--- src/rtl/bus_pkg.sv ---
`timescale 1ns/1ps
`default_nettype none
// ============================================================================
//  Module      : bus_pkg
//  Description : Shared definitions for the two-master memory bus arbiter.
//                Holds the bus width constants and the arbiter state encoding.
//  Revision    : 1.0 - initial release
// ============================================================================
package bus_pkg;

  // Shared memory bus widths
  localparam int c_ADDR_W = 64;
  localparam int c_DATA_W = 64;
  localparam int c_MASK_W = 8;

  // Width of the transfer wait counter
  localparam int c_CNT_W  = 16;

  // Arbiter state encoding
  typedef enum logic [1:0] {
    ST_IDLE        = 2'd0,
    ST_GRANT_INSTR = 2'd1,
    ST_GRANT_DATA  = 2'd2
  } arb_state_t;

endpackage : bus_pkg
`default_nettype wire

--- src/rtl/bus_arbiter.sv ---
`timescale 1ns/1ps
`default_nettype none
// ============================================================================
//  Module      : bus_arbiter
//  Description : Arbitrates one shared memory bus between an instruction-fetch
//                master and a load/store master. Grants alternate when both
//                masters request, so neither can be starved. A granted
//                transfer that sees no mem_ready_in for TIMEOUT_CYCLES cycles
//                is aborted: the master gets ready with an all-ones read value
//                and bus_error_out pulses for one cycle.
//  Revision    : 1.0 - initial release
//
//  Ports
//    clk                  in   1   clock, all state updates on rising edge
//    reset                in   1   asynchronous active-high reset
//    instr_address_in     in  64   fetch address
//    instr_read_in        in   1   fetch read request (held until ready)
//    instr_read_value_out out 64   fetch read data
//    instr_ready_out      out  1   fetch transfer complete
//    data_address_in      in  64   load/store address
//    data_read_in         in   1   load request (held until ready)
//    data_write_in        in   1   store request (held until ready)
//    data_write_mask_in   in   8   store byte enables, bit i = byte i
//    data_write_value_in  in  64   store data
//    data_read_value_out  out 64   load data
//    data_ready_out       out  1   load/store complete
//    mem_address_out      out 64   bus address
//    mem_read_out         out  1   bus read strobe
//    mem_write_out        out  1   bus write strobe
//    mem_write_mask_out   out  8   bus byte enables
//    mem_write_value_out  out 64   bus write data
//    mem_read_value_in    in  64   bus read data
//    mem_ready_in         in   1   bus transfer complete
//    bus_error_out        out  1   one-cycle pulse on timeout abort
// ============================================================================
module bus_arbiter
  import bus_pkg::*;
#(
  parameter int TIMEOUT_CYCLES = 256
) (
  input  logic                clk,
  input  logic                reset,

  input  logic [c_ADDR_W-1:0] instr_address_in,
  input  logic                instr_read_in,
  output logic [c_DATA_W-1:0] instr_read_value_out,
  output logic                instr_ready_out,

  input  logic [c_ADDR_W-1:0] data_address_in,
  input  logic                data_read_in,
  input  logic                data_write_in,
  input  logic [c_MASK_W-1:0] data_write_mask_in,
  input  logic [c_DATA_W-1:0] data_write_value_in,
  output logic [c_DATA_W-1:0] data_read_value_out,
  output logic                data_ready_out,

  output logic [c_ADDR_W-1:0] mem_address_out,
  output logic                mem_read_out,
  output logic                mem_write_out,
  output logic [c_MASK_W-1:0] mem_write_mask_out,
  output logic [c_DATA_W-1:0] mem_write_value_out,
  input  logic [c_DATA_W-1:0] mem_read_value_in,
  input  logic                mem_ready_in,

  output logic                bus_error_out
);

  // Counter value on the last grant cycle before abort
  localparam logic [c_CNT_W-1:0] c_TO_LAST  = c_CNT_W'(TIMEOUT_CYCLES - 1);
  localparam logic [c_DATA_W-1:0] c_ALL_ONES = '1;

  arb_state_t         r_state;
  logic [c_CNT_W-1:0] r_wait_cnt;
  logic               r_last_data;   // last completed grant went to data

  logic w_instr_req;
  logic w_data_req;
  logic w_granted;
  logic w_timeout;

  assign w_instr_req = instr_read_in;
  assign w_data_req  = data_read_in | data_write_in;
  assign w_granted   = (r_state == ST_GRANT_INSTR) || (r_state == ST_GRANT_DATA);

  // Abort fires only when memory is also silent in the final allowed cycle;
  // a late mem_ready_in on that same cycle still completes normally.
  assign w_timeout   = w_granted && (r_wait_cnt == c_TO_LAST) && !mem_ready_in;

  // --------------------------------------------------------------------------
  // State, wait counter and fairness flag
  // --------------------------------------------------------------------------
  always_ff @(posedge clk or posedge reset) begin
    if (reset) begin
      r_state     <= ST_IDLE;
      r_wait_cnt  <= '0;
      r_last_data <= 1'b0;
    end else begin
      case (r_state)
        ST_IDLE: begin
          // Counter is cleared here so every grant starts counting from zero
          r_wait_cnt <= '0;
          if (w_data_req && (!w_instr_req || !r_last_data)) begin
            r_state <= ST_GRANT_DATA;
          end else if (w_instr_req) begin
            r_state <= ST_GRANT_INSTR;
          end
        end

        ST_GRANT_INSTR, ST_GRANT_DATA: begin
          // Grant is held until completion or abort, regardless of whether
          // the requester still drives its request.
          if (mem_ready_in || w_timeout) begin
            r_state     <= ST_IDLE;
            r_last_data <= (r_state == ST_GRANT_DATA);
          end else begin
            r_wait_cnt  <= r_wait_cnt + 1'b1;
          end
        end

        default: begin
          r_state <= ST_IDLE;
        end
      endcase
    end
  end

  // --------------------------------------------------------------------------
  // Bus and requester outputs
  // Routed combinationally from the granted master; reset forces every
  // output low in the same cycle it is asserted.
  // --------------------------------------------------------------------------
  always_comb begin
    instr_read_value_out = '0;
    instr_ready_out      = 1'b0;
    data_read_value_out  = '0;
    data_ready_out       = 1'b0;
    mem_address_out      = '0;
    mem_read_out         = 1'b0;
    mem_write_out        = 1'b0;
    mem_write_mask_out   = '0;
    mem_write_value_out  = '0;
    bus_error_out        = 1'b0;

    if (!reset) begin
      case (r_state)
        ST_GRANT_INSTR: begin
          mem_address_out      = instr_address_in;
          mem_read_out         = instr_read_in & ~w_timeout;
          instr_ready_out      = mem_ready_in | w_timeout;
          instr_read_value_out = w_timeout ? c_ALL_ONES : mem_read_value_in;
          bus_error_out        = w_timeout;
        end

        ST_GRANT_DATA: begin
          mem_address_out      = data_address_in;
          mem_read_out         = data_read_in  & ~w_timeout;
          mem_write_out        = data_write_in & ~w_timeout;
          mem_write_mask_out   = data_write_mask_in;
          mem_write_value_out  = data_write_value_in;
          data_ready_out       = mem_ready_in | w_timeout;
          data_read_value_out  = w_timeout ? c_ALL_ONES : mem_read_value_in;
          bus_error_out        = w_timeout;
        end

        default: begin
        end
      endcase
    end
  end

endmodule : bus_arbiter
`default_nettype wire

--- config.mk ---
export PLATFORM = sky130hd
export DESIGN_NAME = bus_arbiter
export DESIGN_NICKNAME = d
export VERILOG_FILES = /design/src/rtl/bus_pkg.sv /design/src/rtl/bus_arbiter.sv
export SDC_FILE = /design/constraint.sdc
export NUM_CORES = 1
export LEC_CHECK = 0
export BUFFER_PORTS_ARGS = -buffer_cell sky130_fd_sc_hd__buf_2
export CAP_MARGIN = 10
export CORE_AREA = 8 8 201 203
export DETAILED_ROUTE_END_ITERATION = 10
export DIE_AREA = 0 0 209 211
export HOLD_SLACK_MARGIN = 0.15
export SLEW_MARGIN = 10
export SYNTH_ARGS = -nofsm -noshare
export SYNTH_HDL_FRONTEND = slang
export SYNTH_SLANG_ARGS = --single-unit
--- constraint.sdc ---
create_clock -name clk -period 3.21 [get_ports clk]
set_input_delay 0.963 -clock clk [delete_from_list [all_inputs] [get_ports clk]]
set_output_delay 0.963 -clock clk [all_outputs]
set_load 0.02 [all_outputs]
* Word level (Yosys, flattened, before mapping)
Cells that the tools add are included.
Widths: inputs -> output; s select.
** Storage, ports and cells
- Input bits :: 270
- Flip-flop bits (word level) :: 19
- Output and inout port bits :: 269
- Logic and storage cells :: 58
** Cells by class
- Bitwise logic cells :: 6
- Mux-type cells :: 27
- Equal/unequal tests :: 6
- Add/sub/neg operators :: 1
- Reductions and logical operators :: 15
** Operator list (count)
- $mux 64 :: 8
- $pmux 64 s2 :: 1
- $pmux 16 s2 :: 1
- $add 16x1->16 const B :: 1
- $eq 16x8->1 const B :: 1
- $mux 16 :: 1
- $mux 8 :: 2
- $mux 1 :: 9
- $mux 2 :: 3
- $reduce_and 2->1 :: 3
- $pmux 2 s2 :: 1
- $and 1x1->1 :: 3
- $logic_and 1x1->1 :: 3
- $logic_not 1->1 :: 3
- $logic_or 1x1->1 :: 3
- $ne 3x3->1 const B :: 1
- $eq 2x1->1 const B :: 1
- $eq 2x2->1 const B :: 1
- $logic_not 2->1 :: 1
- $ne 2x1->1 const B :: 1
- $ne 2x2->1 const B :: 1
- $or 1x1->1 :: 2
- $pmux 1 s2 :: 1
- $reduce_bool 2->1 :: 1
- 2 further kinds :: 2

* Longest topological paths before layout
Gate-level depths: netlist (run 1).
- Depth in word-level cells :: 8
- Depth in mapped cells :: 9
- Depth with buffers taken out :: 7

* Worst setup path before layout (run 1)
No wires, ideal clock.
- Kind :: input port to output port
- From :: input reset
- To :: output instr_read_value_out[14]
- Buffers on the path :: 2
- Required time :: 2.247 ns
- Path slack :: -0.038 ns
- Stages on the path :: 5
- Data arrival time :: 2.285 ns
- Cell sequence :: inv_1 > nand2_1 > clkbuf_1 > clkbuf_1 > nor2_1
** On the way
- Longest elaborated chain between the ends :: 1
** RTL lines
- start: declaration :: line bus_arbiter.sv:42 : input logic reset,
- $mux 64 :: line bus_arbiter.sv:144 : if (!reset) begin
- end: declaration :: line bus_arbiter.sv:46 : output logic [c_DATA_W-1:0] instr_read_value_out,
No other way between the ends.

* Worst setup path in the final report (run 1)
- From :: register r_state[1]
- To :: output instr_read_value_out[19]
** On the way
- Longest elaborated chain between the ends :: 7
- Elaborated cells between the ends (all ways) :: 8
- Classes of those cells :: 2 x eq/ne; 3 x mux; 3 x reduce/logical
** RTL lines
- start: declaration :: line bus_arbiter.sv:72 : arb_state_t r_state;
- start signal: assignment :: line bus_arbiter.sv:94 : r_state <= ST_IDLE;
- start signal: assignment :: line bus_arbiter.sv:103 : r_state <= ST_GRANT_DATA;
- start signal: assignment :: line bus_arbiter.sv:105 : r_state <= ST_GRANT_INSTR;
- $eq 2x1->1 or $eq 2x2->1 (tied branches) :: line bus_arbiter.sv:83, bus_arbiter.sv:145
- $logic_or 1x1->1 :: line bus_arbiter.sv:83 : assign w_granted = (r_state == ST_GRANT_INSTR) || (r_state == ST_GRANT_DATA);
- $logic_and 1x1->1 (2 in a row) :: line bus_arbiter.sv:87 : assign w_timeout = w_granted && (r_wait_cnt == c_TO_LAST) && !mem_ready_in;
- $mux 64 :: line bus_arbiter.sv:150 : instr_read_value_out = w_timeout ? c_ALL_ONES : mem_read_value_in;
- $mux 64 (*) :: line bus_arbiter.sv:145 : case (r_state)
- $mux 64 (*) :: line bus_arbiter.sv:144
Mark *: on every way between the ends. The rest lies on a longest branch, timed or not.

==> metrics.md, run 1 <==
| Metric | Value |
|---|---|
| Status | complete, but fails checks |
| Failing checks | negative setup slack |
| DRC errors left | 0 |
| CTS tree | built |
| Clock Tree Buf Depth | 2 |
| Maximum Capacitance Violations | 0 |
| Seq/Total Area, Yosys | 0.145 |
| CTS buffer count | 3 |
| Worst-Margin Slew | 0.678 ns |
| F_max | 296 MHz |
| Post-synth cell types | 41 |
| # setup viols final | 121 |
| Highest metal used | met5 |
| Met2 wire length | 16300 um |
| Yosys reg bits | 19 |
| Count leader, synth | nor2_1 |
| Post-synth top flop | dfrtp_1 |
| Vias in the first global route | 6522 |
| Final Non-Filler Cells | 1589 |
| Final Util | 0.219 |
| Skew final | 0.00144 ns |
| CP endpoint kind | output pin |
| Hold_sp | r_wait_cnt[3] |
| CP Launch Type | flop |
| DRT iter0 DRCs | 528 |
| Top post-synthesis cells by area | nor2_1 (31%), a22oi_1 (15%), dfrtp_1 (15%) |
| Pre-antenna DRT Iters | 7 |
| Placed Cells | 1562 |
| I/O Pins | 539 |
| Core Area | 0.0371 mm2 |
| PwrDens | 451 mW/mm2 |
| HPWL after DPL | 26500 um |
| Fill count | 4115 |
| Crit share post-route | 1.05 |
| Slew headroom | 0.545 |
| Total die area | 0.0441 mm2 |
| Final worst slack | -0.165 ns |
| RSZ-0062 raised after global routing | true |
| Slowest stage delay, CP | 0.36 ns |
| Slowest-stage cell, CP | dfrtp_1 |
| Clock Latency Late Sink | 0.26 ns |
| GRT Total Usage | 0.130 |
| Fin. Hold Viols | 0 |
| Post-layout minimum cycle time | 3.37 ns |
| H-tree levels | 1 |
| Worst vdd ir | 0.000282 V |
| Required time of the critical path | 2.25 ns |
| Area Growth Syn to Fin | 149% |
| Via count | 6527 |
| Die Span X | 209 um |
| WHS Path Cells | 1 |
| Hold buffers post-CTS | 0 |
| Setup TNS | -8.13 ns |
| Yosys warnings | 0 |
| Layout cells sized above 1 | 0.640 |
| Global-route wire length before repair | 44000 um |
| Layout net count | 1390 |
| Initial Util | 0.0881 |
| Global route overflow | 0 |
| Syn Area/Cell | 5.69 um2 |
| Buffers added on ports | 538 |
| Max Slew Vio Count | 0 |
| Initial antenna violation count | 15 |
| CP Max Fanout | 7 |
| Die Ht | 211 um |
| Most common cell on crit path | buf_12 |
| Synth top area share | 0.306 |
| Root Buffer | clkbuf_16 |
| Via density | 4.11 |
| DR WL/cell | 20.3 um |
| Hold EP | r_wait_cnt[3] |
| Hold_ws | 0.512 ns |
| N_diodes | 0 |
| Clock sinks | 19 |
| Cell Rows | 71 |
| WL met1 | 12200 um |
| R2R Path Start | r_state[1] |
| Final antenna-violating net count | 0 |
| Clock transition at path regs | 0.06 ns |
| Area of the multi-input gates | 0.00309 mm2 |
| Placer Congestion | 0.956 |
| Reg2reg end | r_wait_cnt[5] |
| EDFF count, synth | 0 |
| Area leader, netlist | nor2_1 |
| Worst Reg2Reg Path Length in Cells | 10 |
| CP Cell Sequence | inv_2, ha_4, nor4b_4, nand4_2, nor3_4, buf_12, buf_12, buf_16, nor2_4, nor2_1, buf_4 |
| P_leak | 4.24 nW |
| Total Wirelength | 32300 um |
| Largest net degree at the start of global routing | 66 |
| Met3 WL | 3130 um |
| Post-synth top cells | nor2_1 (267), and2_1 (72), a22oi_1 (64), clkbuf_1 (44), nand2_1 (21) |
| Storage cell area | 475 um2 |
| HP Class | reg2reg |
| Synthesized cell area | 0.00327 mm2 |
| Post-synth ARST share | 1.00 |
| Crit path kind | reg2out |
| R2R Setup Slk | 0.68 ns |
| Critical Path AT | 2.41 ns |
| Syn_nets | 849 |
| Cells after synthesis | 575 |
[routing by layer]
| layer | up-vias | track usage |
|---|---|---|
| li1 | 2981 | - |
| met3 | 51 | 0.0490 |
| met2 | 409 | 0.235 |
| met4 | 20 | 0.0226 |
| met5 | - | 0 |
| met1 | 3066 | 0.145 |
[power by group]
part	switching (W)	internal (W)	leakage [nW]	total (W)
Clock	0.0000966	0.000169	0.0382	0.000266
Sequential	0.0000213	0.000264	0.261	0.000286
Combinational	0.00192	0.00120	3.94	0.00312
Total	0.00204	0.00163	4.24	0.00367
[kinds of logic (layout without fill, tap and decap cells)]
group,count (synthesis),in the layout,share of synthesized area
AOI/OAI and AO/OA,96,96,0.210
muxes,5,5,0.0153
DFF,19,19,0.145
buffers and inverters,59,599,0.0788
xor gates and xnor gates,2,2,0.00535
adders and majority gates,4,4,0.0153
and+or+nand+nor,390,390,0.530
[cell type report]
type	count	share of cell area
clock buffers	4	0.00967
inverters	7	0.00368
flip-flops and latches	19	0.0583
multi-input cells	497	0.379
repair buffers	588	0.477
well taps	474	0.0728
[cells in the final DEF (no fill, tap or decap), drive strengths merged, types with 3 or more instances in the layout]
cell	synthesis	layout
nand4	6	6
mux2i	5	5
a22o	3	3
ha	4	4
nand3	8	8
and3	4	4
nor3	4	4
a21o	4	4
dfrtp	19	19
o21ai	11	11
clkbuf	44	5
nand2	21	21
a22oi	64	64
inv	7	6
a21oi	4	4
buf	8	587
nor2	267	267
and2	72	72
[repair_timing]
| item | 4_1_cts | 5_1_grt |
|---|---|---|
| setup endpoints to repair | 128 | 129 |
| pin swaps | 60 | 52 |
| cloned | 6 | 1 |
| resized for setup | 233 | 121 |
| setup buffers | 8 | 9 |
[worst max-delay path by stage]
stage,from,endpoint,slack (ns),cells past startpoint
finish,r_state[1],instr_read_value_out[19],-0.16,11
global route,r_state[1],instr_read_value_out[19],-0.25,11
CTS,r_state[1],instr_read_value_out[5],-0.15,12
detailed placement,r_state[1],instr_read_value_out[43],-0.04,10
global placement,r_state[0],data_read_value_out[58],0.05,10
floorplan,reset,mem_address_out[13],0.07,5
[sequential cells by signal, summed over array words and instances (netlist names)]
register,cells
r_state,2
r_last_data,1
r_wait_cnt,16
[critical path: cells and delay by family, from the launching register on]
family | cells | cell delay [ns]
fa+ha+maj | 1 | 0.27
buf+inv | 5 | 0.72
flops | 1 | 0.36
simple gates | 5 | 0.77
[stage by stage]
| step | power, W | setup WS [ns] | instance area [um2] |
|---|---|---|---|
| after floorplan | 0.00194 | 0.0713 | 3280 |
| after global placement | 0.00304 | 0.0535 | 6660 |
| after detailed placement | 0.00308 | -0.0423 | 6660 |
| after CTS | 0.00356 | -0.147 | 7670 |
| after global routing | 0.00393 | -0.255 | 8150 |
| final | 0.00367 | -0.165 | 8150 |
Power figures use the tool's default switching activity.
==> inputs of run 2 (changes only) <==
CORE_AREA = 8 8 206 208   (was 8 8 201 203)
DIE_AREA = 0 0 214 216   (was 0 0 209 211)
clock period = 3 ns   (was 3.21 ns; I/O delays follow)
==> run 2 against run 1 <==
The run still ends with negative setup slack left. Sequential share of layout area rose by 0.17 points. Critical path depth did not move. Die area up 4.8%. Flip-flop and latch count is the same. Combinational power is 5% higher. Hold slack better by 0.034 ns. Non-clock buffer count down 2. Cell count up 3.2%. Wire length is 0.90% lower. Clock skew up 0.0020 ns. First-iteration DRC count shrank 21%. Critical endpoint is now data_read_value_out[55].
==> metrics.md, run 2 (same netlist as run 1, synthesis figures left out) <==
| Metric | Value |
|---|---|
| Max Slew Vio Count | 0 |
| H-tree levels | 1 |
| Fin. Hold Viols | 0 |
| HPWL after DPL | 26900 um |
| # setup viols final | 130 |
| R2R Setup Slk | 0.71 ns |
| Root Buffer | clkbuf_16 |
| CP Cell Sequence | inv_2, ha_4, nor4b_4, nand4_2, nor3_4, buf_12, buf_16, buf_8, nor2_1, nor2_1, buf_4 |
| Crit path kind | reg2out |
| Via count | 6499 |
| Most common cell after layout, fill and taps aside | buf_2 |
| CP Launch Type | flop |
| Hold_ws | 0.546 ns |
| CTS buffer count | 3 |
| DR WL/cell | 19.5 um |
| Via density | 3.96 |
| Crit share post-route | 1.10 |
| Regs by FF count | r_wait_cnt (16), r_state (2), r_last_data (1) |
| Total Wirelength | 32000 um |
| Slowest stage delay, CP | 0.36 ns |
| Clock Tree Buf Depth | 2 |
| Cell Rows | 73 |
| Buffers added on ports | 538 |
| Largest register by flop count | r_wait_cnt |
| CP delay by family, top | simple AND/OR/NAND/NOR gates |
| CP Buf/Inv Count | 5 |
| Most frequent cells in the layout | buf_2 (409), nor2_1 (201), buf_4 (134) |
| CP endpoint kind | output pin |
| Max FFs per register | 16 |
| WP depth | 11 |
| Clock Latency Late Sink | 0.25 ns |
| Worst Reg2Reg Path Length in Cells | 8 |
| Layout net count | 1388 |
| F_max | 303 MHz |
| Slowest-stage cell, CP | dfrtp_1 |
| Failing checks | negative setup slack |
| Area Growth Syn to Fin | 142% |
| Worst vdd ir | 0.000351 V |
| Highest metal used | met5 |
| Clock sinks | 19 |
| CTS tree | built |
| Origin of the worst setup path | r_state[1] |
| Reg2reg end | r_wait_cnt[5] |
| Placer Congestion | 0.890 |
| Slew headroom | 0.544 |
| P_leak | 4.21 nW |
| RSZ-0062 raised after global routing | true |
| Met2 wire length | 16300 um |
| Status | complete, but fails checks |
| Worst-Margin Slew | 0.680 ns |
| DRC errors left | 0 |
| Layout cells sized above 1 | 0.605 |
| Pre-antenna DRT Iters | 5 |
| Most common cell on crit path | nor2_1 |
| WHS Path Cells | 1 |
| CP Max Fanout | 7 |
| Core Area | 0.0392 mm2 |
| Final total power | 0.00386 W |
| Die Span X | 214 um |
| Post-layout minimum cycle time | 3.30 ns |
| Total die area | 0.0462 mm2 |
| Hold buffers post-CTS | 0 |
| WL met1 | 12300 um |
| Final antenna-violating net count | 0 |
| Global-route wire length before repair | 45200 um |
| Vias in the first global route | 6662 |
| Initial Util | 0.0835 |
| Hold_sp | r_wait_cnt[3] |
| Final worst slack | -0.295 ns |
| Die Ht | 216 um |
| Hold EP | r_wait_cnt[3] |
| Skew final | 0.00341 ns |
| Clock transition at path regs | 0.06 ns |
| HP Class | reg2reg |
| Largest net degree at the start of global routing | 67 |
| GRT Total Usage | 0.125 |
| Critical Path AT | 2.40 ns |
| I/O Pins | 539 |
| Global route overflow | 0 |
| Maximum Capacitance Violations | 0 |
| PwrDens | 487 mW/mm2 |
| DRT iter0 DRCs | 418 |
| Met3 WL | 2830 um |
| Required time of the critical path | 2.10 ns |
| Fill count | 4382 |
| R2R Path Start | r_state[1] |
| Initial antenna violation count | 7 |
==> run 2: metal layers <==
metal  track usage  up-vias
li1              -     2978
met2         0.230      446
met3        0.0309       37
met1         0.146     3032
met5             0        -
met4        0.0216        6
==> run 2: cell type report <==
type                            count  area, um2  area share
Clock buffer                        3       75.1     0.00948
Clock inverter                      1       5.00    0.000632
Tap cell                          525        657      0.0830
Timing Repair Buffer              586       3780       0.477
Inverter                            7       30.0     0.00379
Multi-Input combinational cell    497       2890       0.365
Sequential cell                    19        475      0.0601
Antenna cell                        2       5.00    0.000632
==> run 2: worst max-delay path by stage <==
stage,end
floorplan,mem_address_out[13]
global placement,data_read_value_out[56]
detailed placement,data_read_value_out[56]
CTS,instr_read_value_out[4]
global route,data_read_value_out[55]
finish,data_read_value_out[55]
==> run 2: repair_timing <==
item,4_1_cts,5_1_grt
gates cloned,4,3
endpoints found under the setup margin,129,132
resized for setup,188,74
buffers inserted,2,5
pin swaps,23,53
==> run 2: metrics by stage <==
stage          utilization  std cells  instance area, um2  setup TNS [ns]  setup slack, ns
6_report             0.202       1640                7920          -26.97           -0.295
5_1_grt              0.202       1639                7910          -39.40           -0.393
4_1_cts              0.193       1630                7550          -32.64           -0.304
3_5_place_dp         0.174       1620                6800           -2.16           -0.105
3_3_place_gp         0.174       1620                6800          -0.438          -0.0613
2_1_floorplan            -        575                3280          -0.996          -0.0127
==> run 2: where the power goes <==
group	total, W	switching, W	internal [W]
registers	0.000304	0.0000210	0.000283
clock network	0.000281	0.000102	0.000179
logic	0.00327	0.00204	0.00123
total	0.00386	0.00216	0.00169
==> inputs of run 3 (changes only) <==
RECOVER_POWER = 50   (was default)
==> run 3 against run 2 <==
The flow still finishes with violations (negative setup slack). Via count rose by 0.72%. Sequential power barely moved. Combinational power barely moved. Clock power barely moved. Cell count did not move. Register-to-register slack got worse by 0.32 ns. Non-clock buffer count did not move. Largest cell class unchanged.
==> metrics.md, run 3 (same netlist as run 1, synthesis figures left out) <==
| Metric | Value |
|---|---|
| CTS tree | built |
| RSZ-0062 raised after global routing | true |
| Max FFs per register | 16 |
| Setup TNS | -30.23 ns |
| Total die area | 0.0462 mm2 |
| Maximum Capacitance Violations | 0 |
| DRT iter0 DRCs | 433 |
| Hold_sp | r_last_data |
| I/O Pins | 539 |
| Area Growth Syn to Fin | 141% |
| Layout cells sized above 1 | 0.599 |
| Total Wirelength | 32000 um |
| Final worst slack | -0.293 ns |
| Crit path kind | reg2out |
| Placer Congestion | 0.890 |
| Slew headroom | 0.290 |
| Final Util | 0.201 |
| Storage cell area | 475 um2 |
| Initial antenna violation count | 7 |
| HP Class | reg2reg |
| Clock sinks | 19 |
| Via density | 3.99 |
| HPWL after DPL | 26900 um |
| Global-route wire length before repair | 45200 um |
| Die Ht | 216 um |
| Largest net degree at the start of global routing | 67 |
| R2R Setup Slk | 0.39 ns |
| Vias in the first global route | 6662 |
| Die Span X | 214 um |
| Required time of the critical path | 2.10 ns |
| P_leak | 4.19 nW |
| Clock transition at path regs | 0.06 ns |
| Cell Rows | 73 |
| CP delay by family, top | simple AND/OR/NAND/NOR gates |
| Worst-Margin Slew | 1.05 ns |
| CP Max Fanout | 7 |
| Reg2reg end | r_wait_cnt[5] |
| Layout net count | 1388 |
| Clock Latency Late Sink | 0.25 ns |
| CP Launch Type | flop |
| Failing checks | negative setup slack |
| Max Slew Vio Count | 0 |
| Critical Path AT | 2.39 ns |
| Slowest-stage cell, CP | dfrtp_1 |
| Initial Util | 0.0835 |
| Most common cell on crit path | nor2_1 |
| F_max | 304 MHz |
| Final antenna-violating net count | 0 |
| Buffers added on ports | 538 |
| Status | complete, but fails checks |
| Core Area | 0.0392 mm2 |
| DR WL/cell | 19.5 um |
| Global route overflow | 0 |
| CP Cell Sequence | inv_2, ha_4, nor4b_4, nand4_2, nor3_4, buf_12, buf_16, buf_8, nor2_1, nor2_1, buf_4 |
| Most frequent cells in the layout | buf_2 (408), nor2_1 (201), buf_4 (129) |
| Skew final | 0.00397 ns |
| Clock Tree Buf Depth | 2 |
| Root Buffer | clkbuf_16 |
| Hold EP | r_last_data |
| Worst vdd ir | 0.000351 V |
| Worst Reg2Reg Path Length in Cells | 8 |
| CP Buf/Inv Count | 5 |
| DRC errors left | 0 |
| Post-layout minimum cycle time | 3.29 ns |
| H-tree levels | 1 |
| Fin. Hold Viols | 0 |
| Most common cell after layout, fill and taps aside | buf_2 |
| R2R Path Start | r_state[1] |
| Regs by FF count | r_wait_cnt (16), r_state (2), r_last_data (1) |
| # setup viols final | 215 |
| WHS Path Cells | 2 |
| Largest register by flop count | r_wait_cnt |
| CP endpoint kind | output pin |
| Crit share post-route | 1.10 |
| Pre-antenna DRT Iters | 5 |
| Area of the multi-input gates | 0.00288 mm2 |
| Fill count | 4392 |
| GRT Total Usage | 0.125 |
| PwrDens | 485 mW/mm2 |
| Via count | 6546 |
| Slowest stage delay, CP | 0.36 ns |
| CTS buffer count | 3 |
[run 3: cell types whose count changed in the layout (fill, tap and decap cells not counted), sizes merged]
cell    before  now
clkbuf       6   12
buf        583  577
[run 3: worst max-delay path by stage]
stage / startpoint / to / slack [ns] / cells past startpoint
final: r_state[1] / data_read_value_out[55] / -0.29 / 11
after global routing: r_state[1] / data_read_value_out[55] / -0.39 / 11
after CTS: r_state[1] / instr_read_value_out[4] / -0.30 / 11
after detailed placement: r_state[1] / data_read_value_out[56] / -0.11 / 10
after global placement: r_state[0] / data_read_value_out[56] / -0.06 / 10
after floorplan: reset / mem_address_out[13] / -0.01 / 5
[run 3: per-stage QoR]
| step | instances | cell area, um2 | setup WS, ns | hold slack [ns] | power (W) |
|---|---|---|---|---|---|
| floorplan | 575 | 3280 | -0.0127 | 0.468 | 0.00208 |
| finish | 1640 | 7880 | -0.293 | 0.527 | 0.00382 |
| CTS | 1630 | 7550 | -0.304 | 0.509 | 0.00381 |
| global placement | 1620 | 6800 | -0.0613 | 0.495 | 0.00333 |
| global route | 1639 | 7880 | -0.393 | 0.575 | 0.00410 |
| detailed placement | 1620 | 6800 | -0.105 | 0.501 | 0.00335 |
[run 3: final cells by class]
| class | count | area share |
|---|---|---|
| Clock inverter | 1 | 0.000635 |
| Inverter | 7 | 0.00381 |
| Antenna cell | 2 | 0.000635 |
| Tap cell | 525 | 0.0833 |
| Sequential cell | 19 | 0.0603 |
| Timing Repair Buffer | 586 | 0.476 |
| Multi-Input combinational cell | 497 | 0.366 |
| Clock buffer | 3 | 0.00952 |
[run 3: worst register-to-register path, stage by stage, from the launching register on]
cell      delay (ns)
dfrtp_1         0.36
inv_2           0.06
ha_4            0.26
nor4b_4         0.25
nand4_2         0.18
buf_4           0.20
o21ai_0         0.82
o311ai_0        0.26
o41ai_1         0.11
[run 3: repair_timing]
item,in CTS,in global routing
pin swaps,23,53
buffers inserted,2,5
gates cloned,4,3
endpoints found under the hold margin,0,0
resized for setup,188,74
hold buffers,0,0
endpoints found under the setup margin,129,132
[run 3: metal layers]
| layer | global-route usage | vias up | wire length (um) |
|---|---|---|---|
| li1 | - | 2980 | - |
| met1 | 0.146 | 3062 | 12300 |
| met2 | 0.230 | 458 | 16200 |
| met3 | 0.0309 | 40 | 2860 |
| met4 | 0.0216 | 6 | 563 |
| met5 | 0 | - | 38 |
[run 3: report_power, final]
part	internal, W	switching (W)
clock network	0.000179	0.0000999
logic	0.00121	0.00203
registers	0.000283	0.0000207
